### src/rtl/cdb_arbiter.sv
// Round-robin arbiter that grants one execute stage per cycle and registers the winner onto the CDB.
// Optional grant/conflict performance counters are enabled with `define CDB_ARB_PERF_EN.
`timescale 1ns/1ps
module cdb_arbiter #(
  parameter int NUM_UNITS  = 3,
  parameter int ROBsize    = 16,
  parameter int ROBsizeLog = $clog2(ROBsize + 1)
) (
  input  logic                            clk_i,
  input  logic                            reset_i,
  input  logic [NUM_UNITS-1:0]            valid_i,
  input  logic [NUM_UNITS*ROBsizeLog-1:0] tag_i,
  input  logic [NUM_UNITS*64-1:0]         val_i,
  input  logic [NUM_UNITS*4-1:0]          flags_i,
  input  logic                            cdbStall_i,
  input  logic                            flush_i,
  output logic [NUM_UNITS-1:0]            canGo_o,
  output logic                            cdbValid_o,
  output logic [ROBsizeLog-1:0]           cdbTag_o,
  output logic [63:0]                     cdbVal_o,
  output logic [3:0]                      cdbFlags_o,
`ifdef CDB_ARB_PERF_EN
  output logic [31:0]                     grantCount_o,
  output logic [31:0]                     conflictCount_o,
`endif
  output logic [$clog2(NUM_UNITS)-1:0]    cdbUnit_o
);

  localparam int UW = $clog2(NUM_UNITS);

  logic [UW-1:0]          r_rrPtr;
  logic                   r_vld_p1;
  logic [ROBsizeLog-1:0]  r_tag_p1;
  logic [63:0]            r_val_p1;
  logic [3:0]             r_flags_p1;
  logic [UW-1:0]          r_unit_p1;

  logic                   w_any_p0;
  logic [UW-1:0]          w_winner_p0;
  logic [NUM_UNITS-1:0]   w_grant_p0;
  logic [UW-1:0]          w_ptrNext;

  // Scan from the round-robin pointer with explicit wrap so non-power-of-2 sizes stay in range.
  always_comb begin
    logic [UW:0] v_sum;
    v_sum       = '0;
    w_any_p0    = 1'b0;
    w_winner_p0 = '0;
    w_grant_p0  = '0;
    if (!reset_i && !cdbStall_i && !flush_i) begin
      for (int i = 0; i < NUM_UNITS; i++) begin
        v_sum = {1'b0, r_rrPtr} + (UW+1)'(i);
        if (v_sum >= (UW+1)'(NUM_UNITS))
          v_sum = v_sum - (UW+1)'(NUM_UNITS);
        if (!w_any_p0 && valid_i[v_sum[UW-1:0]]) begin
          w_any_p0    = 1'b1;
          w_winner_p0 = v_sum[UW-1:0];
        end
      end
    end
    w_grant_p0[w_winner_p0] = w_any_p0;
  end

  assign w_ptrNext = (w_winner_p0 == UW'(NUM_UNITS - 1)) ? '0 : w_winner_p0 + 1'b1;
  assign canGo_o   = w_grant_p0;

  // p0 -> p1: register the granted unit's payload onto the CDB
  always_ff @(posedge clk_i) begin
    if (reset_i) begin
      r_rrPtr    <= '0;
      r_vld_p1   <= 1'b0;
      r_tag_p1   <= '0;
      r_val_p1   <= '0;
      r_flags_p1 <= '0;
      r_unit_p1  <= '0;
    end else begin
      r_vld_p1 <= w_any_p0;
      if (w_any_p0) begin
        r_rrPtr    <= w_ptrNext;
        r_tag_p1   <= tag_i[w_winner_p0*ROBsizeLog +: ROBsizeLog];
        r_val_p1   <= val_i[w_winner_p0*64 +: 64];
        r_flags_p1 <= flags_i[w_winner_p0*4 +: 4];
        r_unit_p1  <= w_winner_p0;
      end
    end
  end

  assign cdbValid_o = r_vld_p1;
  assign cdbTag_o   = r_tag_p1;
  assign cdbVal_o   = r_val_p1;
  assign cdbFlags_o = r_flags_p1;
  assign cdbUnit_o  = r_unit_p1;

`ifdef CDB_ARB_PERF_EN
  logic [31:0] r_grantCnt;
  logic [31:0] r_conflictCnt;
  logic        w_conflict;

  assign w_conflict = !reset_i && !cdbStall_i && !flush_i && ($countones(valid_i) >= 2);

  always_ff @(posedge clk_i) begin
    if (reset_i) begin
      r_grantCnt    <= '0;
      r_conflictCnt <= '0;
    end else begin
      if (w_any_p0 && (r_grantCnt != 32'hFFFF_FFFF))
        r_grantCnt <= r_grantCnt + 32'd1;
      if (w_conflict && (r_conflictCnt != 32'hFFFF_FFFF))
        r_conflictCnt <= r_conflictCnt + 32'd1;
    end
  end

  assign grantCount_o    = r_grantCnt;
  assign conflictCount_o = r_conflictCnt;
`endif

endmodule

### config.mk
export PLATFORM = sky130hd
export DESIGN_NAME = cdb_arbiter
export DESIGN_NICKNAME = d
export VERILOG_FILES = /design/src/rtl/cdb_arbiter.sv
export SDC_FILE = /design/constraint.sdc
export NUM_CORES = 1
export LEC_CHECK = 0
export CAP_MARGIN = 20
export CORE_MARGIN = 5
export CORE_UTILIZATION = 35
export CTS_CLUSTER_SIZE = 20
export DETAILED_ROUTE_END_ITERATION = 7
export PLACE_DENSITY = 0.91
export SLEW_MARGIN = 15
export SYNTH_ARGS = -nofsm -noshare
export SYNTH_HDL_FRONTEND = slang
export SYNTH_SLANG_ARGS = --single-unit
### constraint.sdc
create_clock -name clk_i -period 2.6 [get_ports clk_i]
set_clock_uncertainty 0.05 [all_clocks]
set_input_delay 0.52 -clock clk_i [delete_from_list [all_inputs] [get_ports clk_i]]
set_output_delay 0.52 -clock clk_i [all_outputs]
set_load 0.05 [all_outputs]
# [After elaboration in Yosys (flattened, before gate mapping)]
# Index checks and enable logic that the tools add are counted.
[totals] reg_bits=78 word_cells=61 inputBits=226
[op_classes] magnitude_cmp=8 n_eq_ne=1 mul=1 reduce_logical=10 n_mux=25 addsub=6 n_bitwise=1 shifts=3
[ops] op="$shiftx 192x9->64" n=1
[ops] op="$mux 2" n=11
[ops] op="$shiftx 15x6->5" n=1
[ops] op="$lt 2x3->1 const B" n=4
[ops] op="$shiftx 12x5->4" n=1
[ops] op="$mux 1" n=10
[ops] op="$bmux 1 s2" n=3
[ops] op="$ge 3x2->1 const B" n=2
[ops] op="$sub 2x2->2 const B" n=3
[ops] op="$logic_and 1x1->1" n=5
[ops] op="$logic_not 1->1" n=5
[ops] op="$mul 2x3->5 const B" n=1
[ops] op="$add 2x1->3 const B" n=1
[ops] op="$add 2x2->3 const B" n=1
[ops] op="$and 3x3->3" n=1
[ops] op="$add 2x1->2 const B" n=1
[ops] op="$demux 1 s2" n=1
[ops] op="$eq 2x2->1 const B" n=1
[ops] op="$ge 2x1->1 const B" n=1
[ops] op="$ge 2x2->1 const B" n=1

# [Depth between registers and ports, before layout]
# Gate-level depths: netlist (run 1).
[logic_depth] word_depth=21 mapped_depth=12

# [Worst setup path after synthesis (run 1)]
# No wires, ideal clock.
[synth_path] kind="register to output" startpoint="register r_rrPtr[0]" endpoint="output port canGo_o[0]" path_slack_ns=-0.118 path_buffers=1 t_arrival_ns=2.148 required_ns=2.030 stages_incl_launch_ff=10 path_cell_list="dfxtp_1 -> inv_1 -> ha_1 -> mux2i_1 -> o221ai_1 -> o31ai_2 -> a2bb2oi_2 -> buf_2 -> nand2_1 -> inv_1"
[synth_via] elab_chain_len=20 elab_cells_between_ends=40 classes_between="add/sub: 5; order compare: 5; mux: 24; bitwise: 1; reduce/logical: 5"
[synth_lines] item="from (decl)" line="31" source="logic [UW-1:0] r_rrPtr;"
[synth_lines] item="from (signal assigned)" line="79" source="r_rrPtr <= w_ptrNext;"
[synth_lines] item="branches (longest 19 deep; another with $add 2x1->3)"
[synth_lines] item="$and 3x3->3 (no line) *"
[synth_lines] item="to (decl)" line="17" source="output logic [NUM_UNITS-1:0] canGo_o,"
# Every way passes the cells marked *. The select of a mux whose other input is x is not followed.

# [Worst setup path after layout (run 1)]
# Same ends and word-level chain as after synthesis.

==> results of run 1 <==
[state kept, by name, indices dropped and copies added, names as in the netlist]
name,flops
r_rrPtr,2
cdbVal_o,64
cdbValid_o,1
cdbTag_o,5
cdbFlags_o,4
cdbUnit_o,2
[cell families (layout without fill, tap and decap cells)]
family	after synthesis	count (layout)	share of synthesized area, %
compound gates	128	128	25.3
buf+inv	57	371	7.86
mux	37	37	8.78
fa+ha+maj	4	4	1.19
simple gates	124	124	19.9
flops	78	78	37.0
[layout by cell type (no fill, tap or decap), drive strengths merged, types with 2 or more instances in the layout]
cell type	n
o31a	2
ha	4
clkdlybuf4s50	297
mux2i	37
dlygate4sd2	3
inv	3
nand2b	4
o211ai	33
nand3	40
nand4b	33
nand3b	35
nor2	5
a222oi	40
nand2	3
buf	46
clkinv	2
dfxtp	78
a21oi	44
clkbuf	18
[worst register-to-register path: cells and delay by family (launching register included)]
family / cells / cell delay, ps
buf+inv: 4 / 610
flops: 1 / 370
compound gates: 3 / 640
fa+ha+maj: 1 / 150
simple gates: 1 / 190
mux: 2 / 590
[metal layers]
layer / up-vias / share of wire [%]
met4: 0 / 3.3
met2: 303 / 50
met3: 45 / 8.7
met5: - / 0
li1: 2346 / -
met1: 2504 / 38
[per-stage QoR]
step / worst slack, ps / utilization (%) / instances / setup TNS [ps] / total power, µW
final: -252 / 69.5 / 889 / -1830 / 3900
after global routing: -336 / 69.5 / 889 / -6800 / 4030
after CTS: -249 / 67.1 / 877 / -571 / 3870
after detailed placement: -433 / 62.8 / 853 / -26240 / 2480
after global placement: -232 / 62.8 / 853 / -12830 / 2450
after floorplan: 3.62 / - / 428 / 0 / 1880
[power by group]
group | leakage [µW] | switching, µW | internal, µW
logic | 0.00210 | 590 | 637
registers | 0.000638 | 45.8 | 1270
clock network | 0.000162 | 507 | 846
total | 0.00290 | 1140 | 2750
[layout make-up]
cell class | instances | area share, %
repair buffers | 351 | 45.1
multi-input cells | 293 | 29.6
flip-flops and latches | 78 | 19.0
clock buffers | 13 | 3.39
well taps | 147 | 2.22
clock inverters | 3 | 0.484
inverters | 4 | 0.287
[worst max path at each step]
stage                        end  slack (ps)  cells after the start
floorplan             canGo_o[0]           4                      8
global placement     cdbVal_o[0]        -230                      8
detailed placement  cdbVal_o[45]        -430                      8
CTS                   canGo_o[0]        -250                     10
global route          canGo_o[0]        -340                     10
finish                canGo_o[0]        -250                     10
[repair_timing]
item	CTS	global route
gates cloned	2	8
resized for setup	30	22
pin swaps	14	41
buffers inserted	7	5
setup endpoints to repair	56	76
==> results.json, run 1 <==
{
  "run_status": "finished, violations left",
  "violations": "setup timing",
  "arrival_ps": 2280,
  "die_w_um": 120,
  "design_area_um2": 8280,
  "drive_above_1_share_pct": 15.0,
  "vias_per_cell": 5.85,
  "cts_buffer_depth": 2,
  "detail_route.iter0.violations": 552,
  "grt_max_degree": 111,
  "gp_congestion": 0.877,
  "finalMaxSlewViolations": 0,
  "io_pins": 305,
  "synth.top_cells.by_count": "78 x dfxtp_1, 44 x a21oi_1, 40 x a222oi_1, 40 x nand3_1, 37 x mux2i_1",
  "ant_nets": 0,
  "powerDensity_nw_per_um2": 471,
  "max_slew_margin_pct": 34.2,
  "vdd_ir_drop_max_v": 0.000327,
  "synth_async_sr_flop_share_pct": 0,
  "grt_pass1_wl_um": 29200,
  "port_buffers": 304,
  "syn_area_per_cell_um2": 9.86,
  "ys.flop_type": "dfxtp_1",
  "grt.total_usage_pct": 25.5,
  "finalSetupViolCount": 34,
  "whs_ps": 455,
  "die_h_um": 120,
  "crit_chain": "inv_4 > ha_4 > mux2i_4 > o221ai_2 > buf_4 > o31a_1 > a2bb2oi_4 > nand2_2 > clkinvlp_4 > buf_12",
  "crit_path_end_kind": "primary output",
  "hold_class": "reg2reg",
  "detailed_place_hpwl_um": 13600,
  "avgRoutedWirePerCell_um": 22.3,
  "yosys.area.top_type": "dfxtp_1",
  "use_met2_pct": 45.3,
  "place_area_um2": 7480,
  "synth-edff-count": 0,
  "yosys_register_bits": 78,
  "cts_inserted_buffers": 9,
  "start_util_pct": 35.4,
  "fin_crit_ps": 2850,
  "yosys_warnings": 0,
  "area_growth_pct": 96.1,
  "finalHoldViolCount": 0,
  "cts_tree": "yes",
  "clk_pin_slew_ps": 60,
  "cts.sinks": 78,
  "worstHoldEndpoint": "cdbUnit_o[0]",
  "core_um2": 11900,
  "rsz0062_at_grt": "yes",
  "overflow": 0,
  "critPathKind": "reg2out",
  "vias": 5198,
  "multi_input_area_um2": 2450,
  "critical_path.slowest_cell": "dfxtp_4",
  "rows": 40,
  "ys_seq_area_share_pct": 37.0,
  "grt_pass1_vias": 5347,
  "p_leak_uw": 0.00290,
  "nNetsFinal": 967,
  "synthTopCellsByArea": "dfxtp_1 37%, a222oi_1 9.5%, mux2i_1 8.8%",
  "drc": 0,
  "register_area_um2": 1570,
  "hold_buffers": 0,
  "r2r-end": "cdbVal_o[18]",
  "ctsRootBufferMaster": "clkbuf_16",
  "hp-start": "cdbUnit_o[0]",
  "required_ps": 2030,
  "holdPathStages": 2,
  "busiest_layer": "met2",
  "synthMostInstantiatedCell": "dfxtp_1",
  "fillers": 860,
  "yosysUniqueCellTypes": 35,
  "r2r-start": "r_rrPtr[0]",
  "reg2reg_slack_ps": -80,
  "n_antenna_cell": 0,
  "r2r_cells": 11,
  "worstSetupStartpointType": "flip-flop",
  "syn-cell-area_um2": 4220,
  "crit_path_max_incr_delay_ps": 370,
  "clock_latency_ps": 330,
  "grt_use_met3_pct": 7.82,
  "worst_pin_slew_ps": 987,
  "syn-num-nets": 658,
  "firstDrtPassIters": 8,
  "setup_slack_ps": -252,
  "fin_crit_sh_pct": 110,
  "timing.fmax_ghz": 0.351,
  "grtUsageMet1_pct": 28.1,
  "netlist_instances": 428,
  "yosysTopAreaCellShare_pct": 37.0,
  "startpoint": "r_rrPtr[0]",
  "crit_family": "compound AO/OA/AOI/OAI gates",
  "antenna_found_initial": 0,
  "drv_cap": 0,
  "cts_htree_levels": 3,
  "wl_um": 19800,
  "dieArea_um2": 14300,
  "cp_max_fo": 4,
  "path_buf_inv": 4
}
No activity file was read; power rests on OpenSTA's default activity.
==> run 2: changes to the inputs <==
--- a/config.mk
+++ b/config.mk
@@ -6,11 +6,13 @@
 export NUM_CORES = 1
 export LEC_CHECK = 0
 export CAP_MARGIN = 20
+export CORE_ASPECT_RATIO = 2
 export CORE_MARGIN = 5
-export CORE_UTILIZATION = 35
+export CORE_UTILIZATION = 36
+export CTS_BUF_LIST = sky130_fd_sc_hd__clkbuf_2
 export CTS_CLUSTER_SIZE = 20
 export DETAILED_ROUTE_END_ITERATION = 7
-export PLACE_DENSITY = 0.91
+export PLACE_DENSITY = 0.93
 export SLEW_MARGIN = 15
 export SYNTH_ARGS = -nofsm -noshare
 export SYNTH_HDL_FRONTEND = slang
==> results.json, run 2 (synthesis results as in run 1) <==
{
  "run_status": "finished, violations left",
  "violations": "DRC, setup timing",
  "endpoint": "canGo_o[0]",
  "detailed_place_hpwl_um": 14300,
  "r2r-end": "cdbVal_o[55]",
  "die_h_um": 163,
  "drc": 12,
  "wl_um": 19300,
  "antenna_found_initial": 0,
  "fin_crit_sh_pct": 118,
  "hold_buffers": 0,
  "cp_common_cell": "buf_4",
  "register_area_um2": 1570,
  "largest_register_ffs": 64,
  "fin_crit_ps": 3080,
  "grt_pass1_vias": 5358,
  "holdPathStages": 2,
  "io_pins": 305,
  "cts_htree_levels": 3,
  "finalMaxSlewViolations": 0,
  "reg2reg_slack_ps": -80,
  "overflow": 0,
  "hold_class": "reg2reg",
  "crit_family": "buffers and inverters",
  "pre_cts_ws_ps": -424,
  "path_buf_inv": 5,
  "nNetsFinal": 953,
  "gp_congestion": 0.939,
  "avgRoutedWirePerCell_um": 22.2,
  "fin_total_pwr_uw": 3030,
  "drv_cap": 0,
  "detail_route.iter0.violations": 395,
  "ant_nets": 0,
  "r2r-start": "r_rrPtr[1]",
  "grt.total_usage_pct": 25.4,
  "mostFrequentLayoutCells": "300 x clkdlybuf4s50_1, 76 x dfxtp_1, 44 x a21oi_1",
  "arrival_ps": 2510,
  "dieArea_um2": 14100,
  "worst_pin_slew_ps": 946,
  "vias": 5131,
  "ctsRootBufferMaster": "clkbuf_2",
  "multi_input_area_um2": 2470,
  "crit_chain": "clkdlybuf4s50_1 > buf_4 > mux2i_1 > nor2_1 > o41ai_2 > buf_4 > a2bb2oi_4 > nand2_2 > clkinvlp_4 > buf_12",
  "p_leak_uw": 0.00265,
  "r2r_cells": 11,
  "timing.fmax_ghz": 0.325,
  "finalHoldViolCount": 0,
  "rows": 56,
  "firstDrtPassIters": 8,
  "crit_path_end_kind": "primary output",
  "clock_latency_ps": 480,
  "clk_pin_slew_ps": 190,
  "cts_tree": "yes",
  "final_common_cell": "clkdlybuf4s50_1",
  "critPathKind": "in2out",
  "cp_max_fo": 5,
  "grt_max_degree": 111,
  "drive_above_1_share_pct": 12.7,
  "start_util_pct": 36.3,
  "setup_slack_ps": -481,
  "max_slew_margin_pct": 37.0,
  "crit_path_max_incr_delay_ps": 590,
  "startpoint": "valid_i[0]",
  "n_antenna_cell": 0,
  "rsz0062_at_grt": "yes",
  "worstSetupStartpointType": "primary input",
  "cts_inserted_buffers": 9,
  "grt_pass1_wl_um": 28200,
  "cp_num_cells": 10,
  "fillers": 941,
  "critical_path.slowest_cell": "clkdlybuf4s50_1",
  "vias_per_cell": 5.88,
  "finalSetupViolCount": 43,
  "cts.sinks": 78,
  "die_w_um": 86.6,
  "core_um2": 11600,
  "cts_buffer_depth": 2,
  "area_growth_pct": 83.6,
  "powerDensity_nw_per_um2": 392,
  "vdd_ir_drop_max_v": 0.000297,
  "required_ps": 2030,
  "port_buffers": 304
}
==> run 2: changes by cell type in the layout (fill, tap and decap cells not counted), sizes merged, moves of 2 or more <==
| cell | delta |
|---|---|
| clkinvlp | +2 |
| dlygate4sd2 | -3 |
| buf | -10 |
| clkbuf | -7 |
| clkdlybuf4s50 | +3 |
==> run 2: how the worst min path moves through the flow <==
| stage | end | start |
|---|---|---|
| floorplan | r_rrPtr[0] | r_rrPtr[0] |
| global placement | cdbUnit_o[0] | cdbUnit_o[0] |
| detailed placement | cdbUnit_o[1] | cdbUnit_o[1] |
| CTS | cdbVal_o[39] | val_i[39] |
| global route | cdbVal_o[54] | val_i[54] |
| finish | cdbUnit_o[1] | cdbUnit_o[1] |
==> run 2: final cells by class <==
type / count / share of cell area [%]
Tap cell: 145 / 2.34
Multi-Input combinational cell: 293 / 31.9
Clock buffer: 10 / 0.646
Inverter: 4 / 0.275
Timing Repair Buffer: 337 / 44.2
Clock inverter: 5 / 0.355
Sequential cell: 78 / 20.3
==> run 2: timing repair <==
action,4_1_cts,5_1_grt
setup buffers,5,3
pin swaps,7,4
cloned,0,1
endpoints found under the setup margin,62,56
resized for setup,19,11
==> run 2: power by group <==
part	internal, µW	total [µW]	switching (µW)
combinational	605	1190	583
sequential	1270	1320	44.2
clock	116	530	414
total	1990	3030	1040
==> run 2: per-layer routing <==
| metal | GRT usage, % | wire length (µm) | up-vias |
|---|---|---|---|
| met5 | 0 | 0 | - |
| met3 | 5.81 | 1530 | 64 |
| met4 | 13.1 | 991 | 0 |
| met2 | 45.3 | 10200 | 318 |
| met1 | 27.3 | 6640 | 2444 |
| li1 | - | - | 2305 |
==> run 2: worst min-delay path, stage by stage, from the launching register on <==
cell	delay [ps]
dfxtp_1	370
a21oi_1	60
nor2_1	70
==> run 2: stage by stage <==
step	setup TNS (ps)	cell area [µm²]	hold WS, ps	instances	utilization (%)
after global routing	-7010	7740	419	872	66.6
final	-3800	7740	467	872	66.6
after detailed placement	-26680	7430	437	848	63.9
after global placement	-14350	7430	418	848	63.9
after CTS	-1490	7620	399	868	65.6
after floorplan	0	4230	420	428	-
==> run 3: changes to the inputs <==
==> config.mk (replaced) <==
export PLATFORM = sky130hd
export DESIGN_NAME = cdb_arbiter
export DESIGN_NICKNAME = d
export VERILOG_FILES = /design/src/rtl/cdb_arbiter.sv
export SDC_FILE = /design/constraint.sdc
export NUM_CORES = 1
export LEC_CHECK = 0
export ABC_AREA = 1
export CAP_MARGIN = 20
export CORE_ASPECT_RATIO = 2
export CORE_MARGIN = 5
export CORE_UTILIZATION = 40
export CTS_BUF_LIST = sky130_fd_sc_hd__clkbuf_2
export CTS_CLUSTER_SIZE = 20
export DETAILED_ROUTE_END_ITERATION = 7
export PLACE_DENSITY = 0.94
export SLEW_MARGIN = 20
export SYNTH_ARGS = -nofsm -noshare
export SYNTH_HDL_FRONTEND = slang
export SYNTH_SLANG_ARGS = --single-unit
==> results.json, run 3 <==
{
  "run_status": "finished, violations left",
  "violations": "setup timing",
  "arrival_ps": 2270,
  "place_area_um2": 8600,
  "detail_route.iter0.violations": 266,
  "critical_path.slowest_cell": "dfxtp_4",
  "finalHoldViolCount": 0,
  "rsz0062_at_grt": "yes",
  "path_buf_inv": 5,
  "nNetsFinal": 1421,
  "fin_crit_sh_pct": 109,
  "synth.top_cells.by_count": "231 x inv_1, 193 x nand2_1, 85 x nand3_1",
  "finalSetupViolCount": 3,
  "ys.flop_type": "dfxtp_1",
  "die_h_um": 173,
  "synth-edff-count": 0,
  "timing.fmax_ghz": 0.352,
  "firstDrtPassIters": 8,
  "critPathKind": "reg2out",
  "start_util_pct": 40.9,
  "clock_latency_ps": 500,
  "yosys_register_bits": 78,
  "powerDensity_nw_per_um2": 346,
  "io_pins": 305,
  "cp_max_fo": 6,
  "detailed_place_hpwl_um": 16200,
  "cts_htree_levels": 3,
  "drive_above_1_share_pct": 8.03,
  "syn-cell-area_um2": 5340,
  "worstSetupStartpointType": "flip-flop",
  "area_growth_pct": 65.9,
  "dieArea_um2": 15900,
  "design_area_um2": 8860,
  "drc": 0,
  "hold_buffers": 0,
  "vias": 6844,
  "port_buffers": 304,
  "drv_cap": 0,
  "cts_tree": "yes",
  "vdd_ir_drop_max_v": 0.000266,
  "synthMostInstantiatedCell": "inv_1",
  "required_ps": 2030,
  "grt_max_degree": 59,
  "grt_pass1_wl_um": 32400,
  "syn-num-nets": 1131,
  "finalMaxSlewViolations": 0,
  "yosys.area.top_type": "dfxtp_1",
  "overflow": 0,
  "vias_per_cell": 5.07,
  "rows": 59,
  "cp_common_cell": "nand2_2",
  "cts_buffer_depth": 2,
  "cts.sinks": 78,
  "fin_total_pwr_uw": 3070,
  "ys_seq_area_share_pct": 29.2,
  "mostFrequentLayoutCells": "300 x clkdlybuf4s50_1, 226 x inv_1, 188 x nand2_1",
  "crit_chain": "inv_4 > ha_4 > inv_4 > nand2_2 > nand3_2 > nand2_2 > nand3_1 > nand2_1 > inv_1 > nand2_2 > nand2_4 > nand3_4 > clkinvlp_4 > buf_12",
  "synthTopCellsByArea": "dfxtp_1 29%, inv_1 16%, nand2_1 14%",
  "setup_slack_ps": -240,
  "grt_pass1_vias": 6577,
  "syn_area_per_cell_um2": 5.93,
  "hold_class": "reg2reg",
  "wl_um": 21300,
  "yosysTopAreaCellShare_pct": 29.2,
  "final_common_cell": "clkdlybuf4s50_1",
  "netlist_instances": 901,
  "max_slew_margin_pct": 58.7,
  "fin_crit_ps": 2840,
  "ant_nets": 0,
  "largest_register_ffs": 64,
  "crit_family": "simple AND/OR/NAND/NOR gates",
  "crit_path_max_incr_delay_ps": 420,
  "synth_async_sr_flop_share_pct": 0,
  "ctsRootBufferMaster": "clkbuf_2",
  "grt.total_usage_pct": 25.2,
  "yosysUniqueCellTypes": 21,
  "die_w_um": 91.7,
  "gp_congestion": 0.970,
  "clk_pin_slew_ps": 230,
  "fin_util_pct": 67.8,
  "whs_ps": 444,
  "p_leak_uw": 0.00418,
  "antenna_found_initial": 1,
  "worst_pin_slew_ps": 620,
  "avgRoutedWirePerCell_um": 15.8,
  "crit_path_end_kind": "primary output",
  "cts_inserted_buffers": 9,
  "yosys_warnings": 0,
  "core_um2": 13100
}
==> run 3: power by group <==
group / switching, µW / total (µW) / internal (µW)
Clock: 453 / 579 / 126
Sequential: 33.6 / 1290 / 1260
Combinational: 622 / 1200 / 574
==> run 3: tightest hold or removal path, cell delays in order (launching register included) <==
cell and delay, ps:
dfxtp_1 360, nand2_1 60, a21oi_1 60
==> run 3: path summary, 6_finish.rpt <==
path | start | endpoint | slack [ps] | cells past startpoint
max | r_rrPtr[0] | canGo_o[0] | -240 | 14
min | cdbUnit_o[1] | cdbUnit_o[1] | 440 | 2
max reg2reg | r_rrPtr[0] | cdbVal_o[55] | 240 | 18
min reg2reg | cdbUnit_o[1] | cdbUnit_o[1] | 440 | 2
==> run 3: layout make-up <==
cell class              count  area, µm²
flip-flops and latches     78       1570
repair buffers            342       3440
fillers                  1014       4210
clock buffers              10       50.0
multi-input cells         518       2650
clock inverters             6       37.5
well taps                 152        190
inverters                 242        927
diodes                      1       2.50
==> run 3: what timing repair did <==
action | 4_1_cts | 5_1_grt
hold endpoints to repair | 0 | 0
resized for setup | 25 | 13
endpoints found under the setup margin | 3 | 3
gates cloned | 0 | 0
setup buffers | 5 | 1
pin swaps | 8 | 7
==> run 3: logic make-up (layout without fill, tap and decap cells) <==
family	after synthesis	count (layout)	synth area share (%)
AOI/OAI and AO/OA	152	152	14.3
and+or+nand+nor	362	362	32.3
DFF	78	78	29.2
other	0	1	0
adders and majority gates	4	4	0.937
buffers and inverters	305	600	23.2
==> run 3: per-stage QoR <==
| stage | cells | setup slack (ps) | TNS [ps] |
|---|---|---|---|
| 2_1_floorplan | 901 | 5.85 | 0 |
| 3_3_place_gp | 1326 | -160 | -589 |
| 3_5_place_dp | 1326 | -207 | -2890 |
| 4_1_cts | 1347 | -275 | -759 |
| 5_1_grt | 1349 | -358 | -1000 |
| 6_report | 1349 | -240 | -631 |
==> run 3: per-layer routing <==
metal,part of all wire [%],up-vias,global-route usage (%)
met4,5.8,0,13.8
met1,34,3043,25.9
li1,-,3359,-
met5,0,-,0
met3,7.0,86,4.60
met2,53,356,46.8
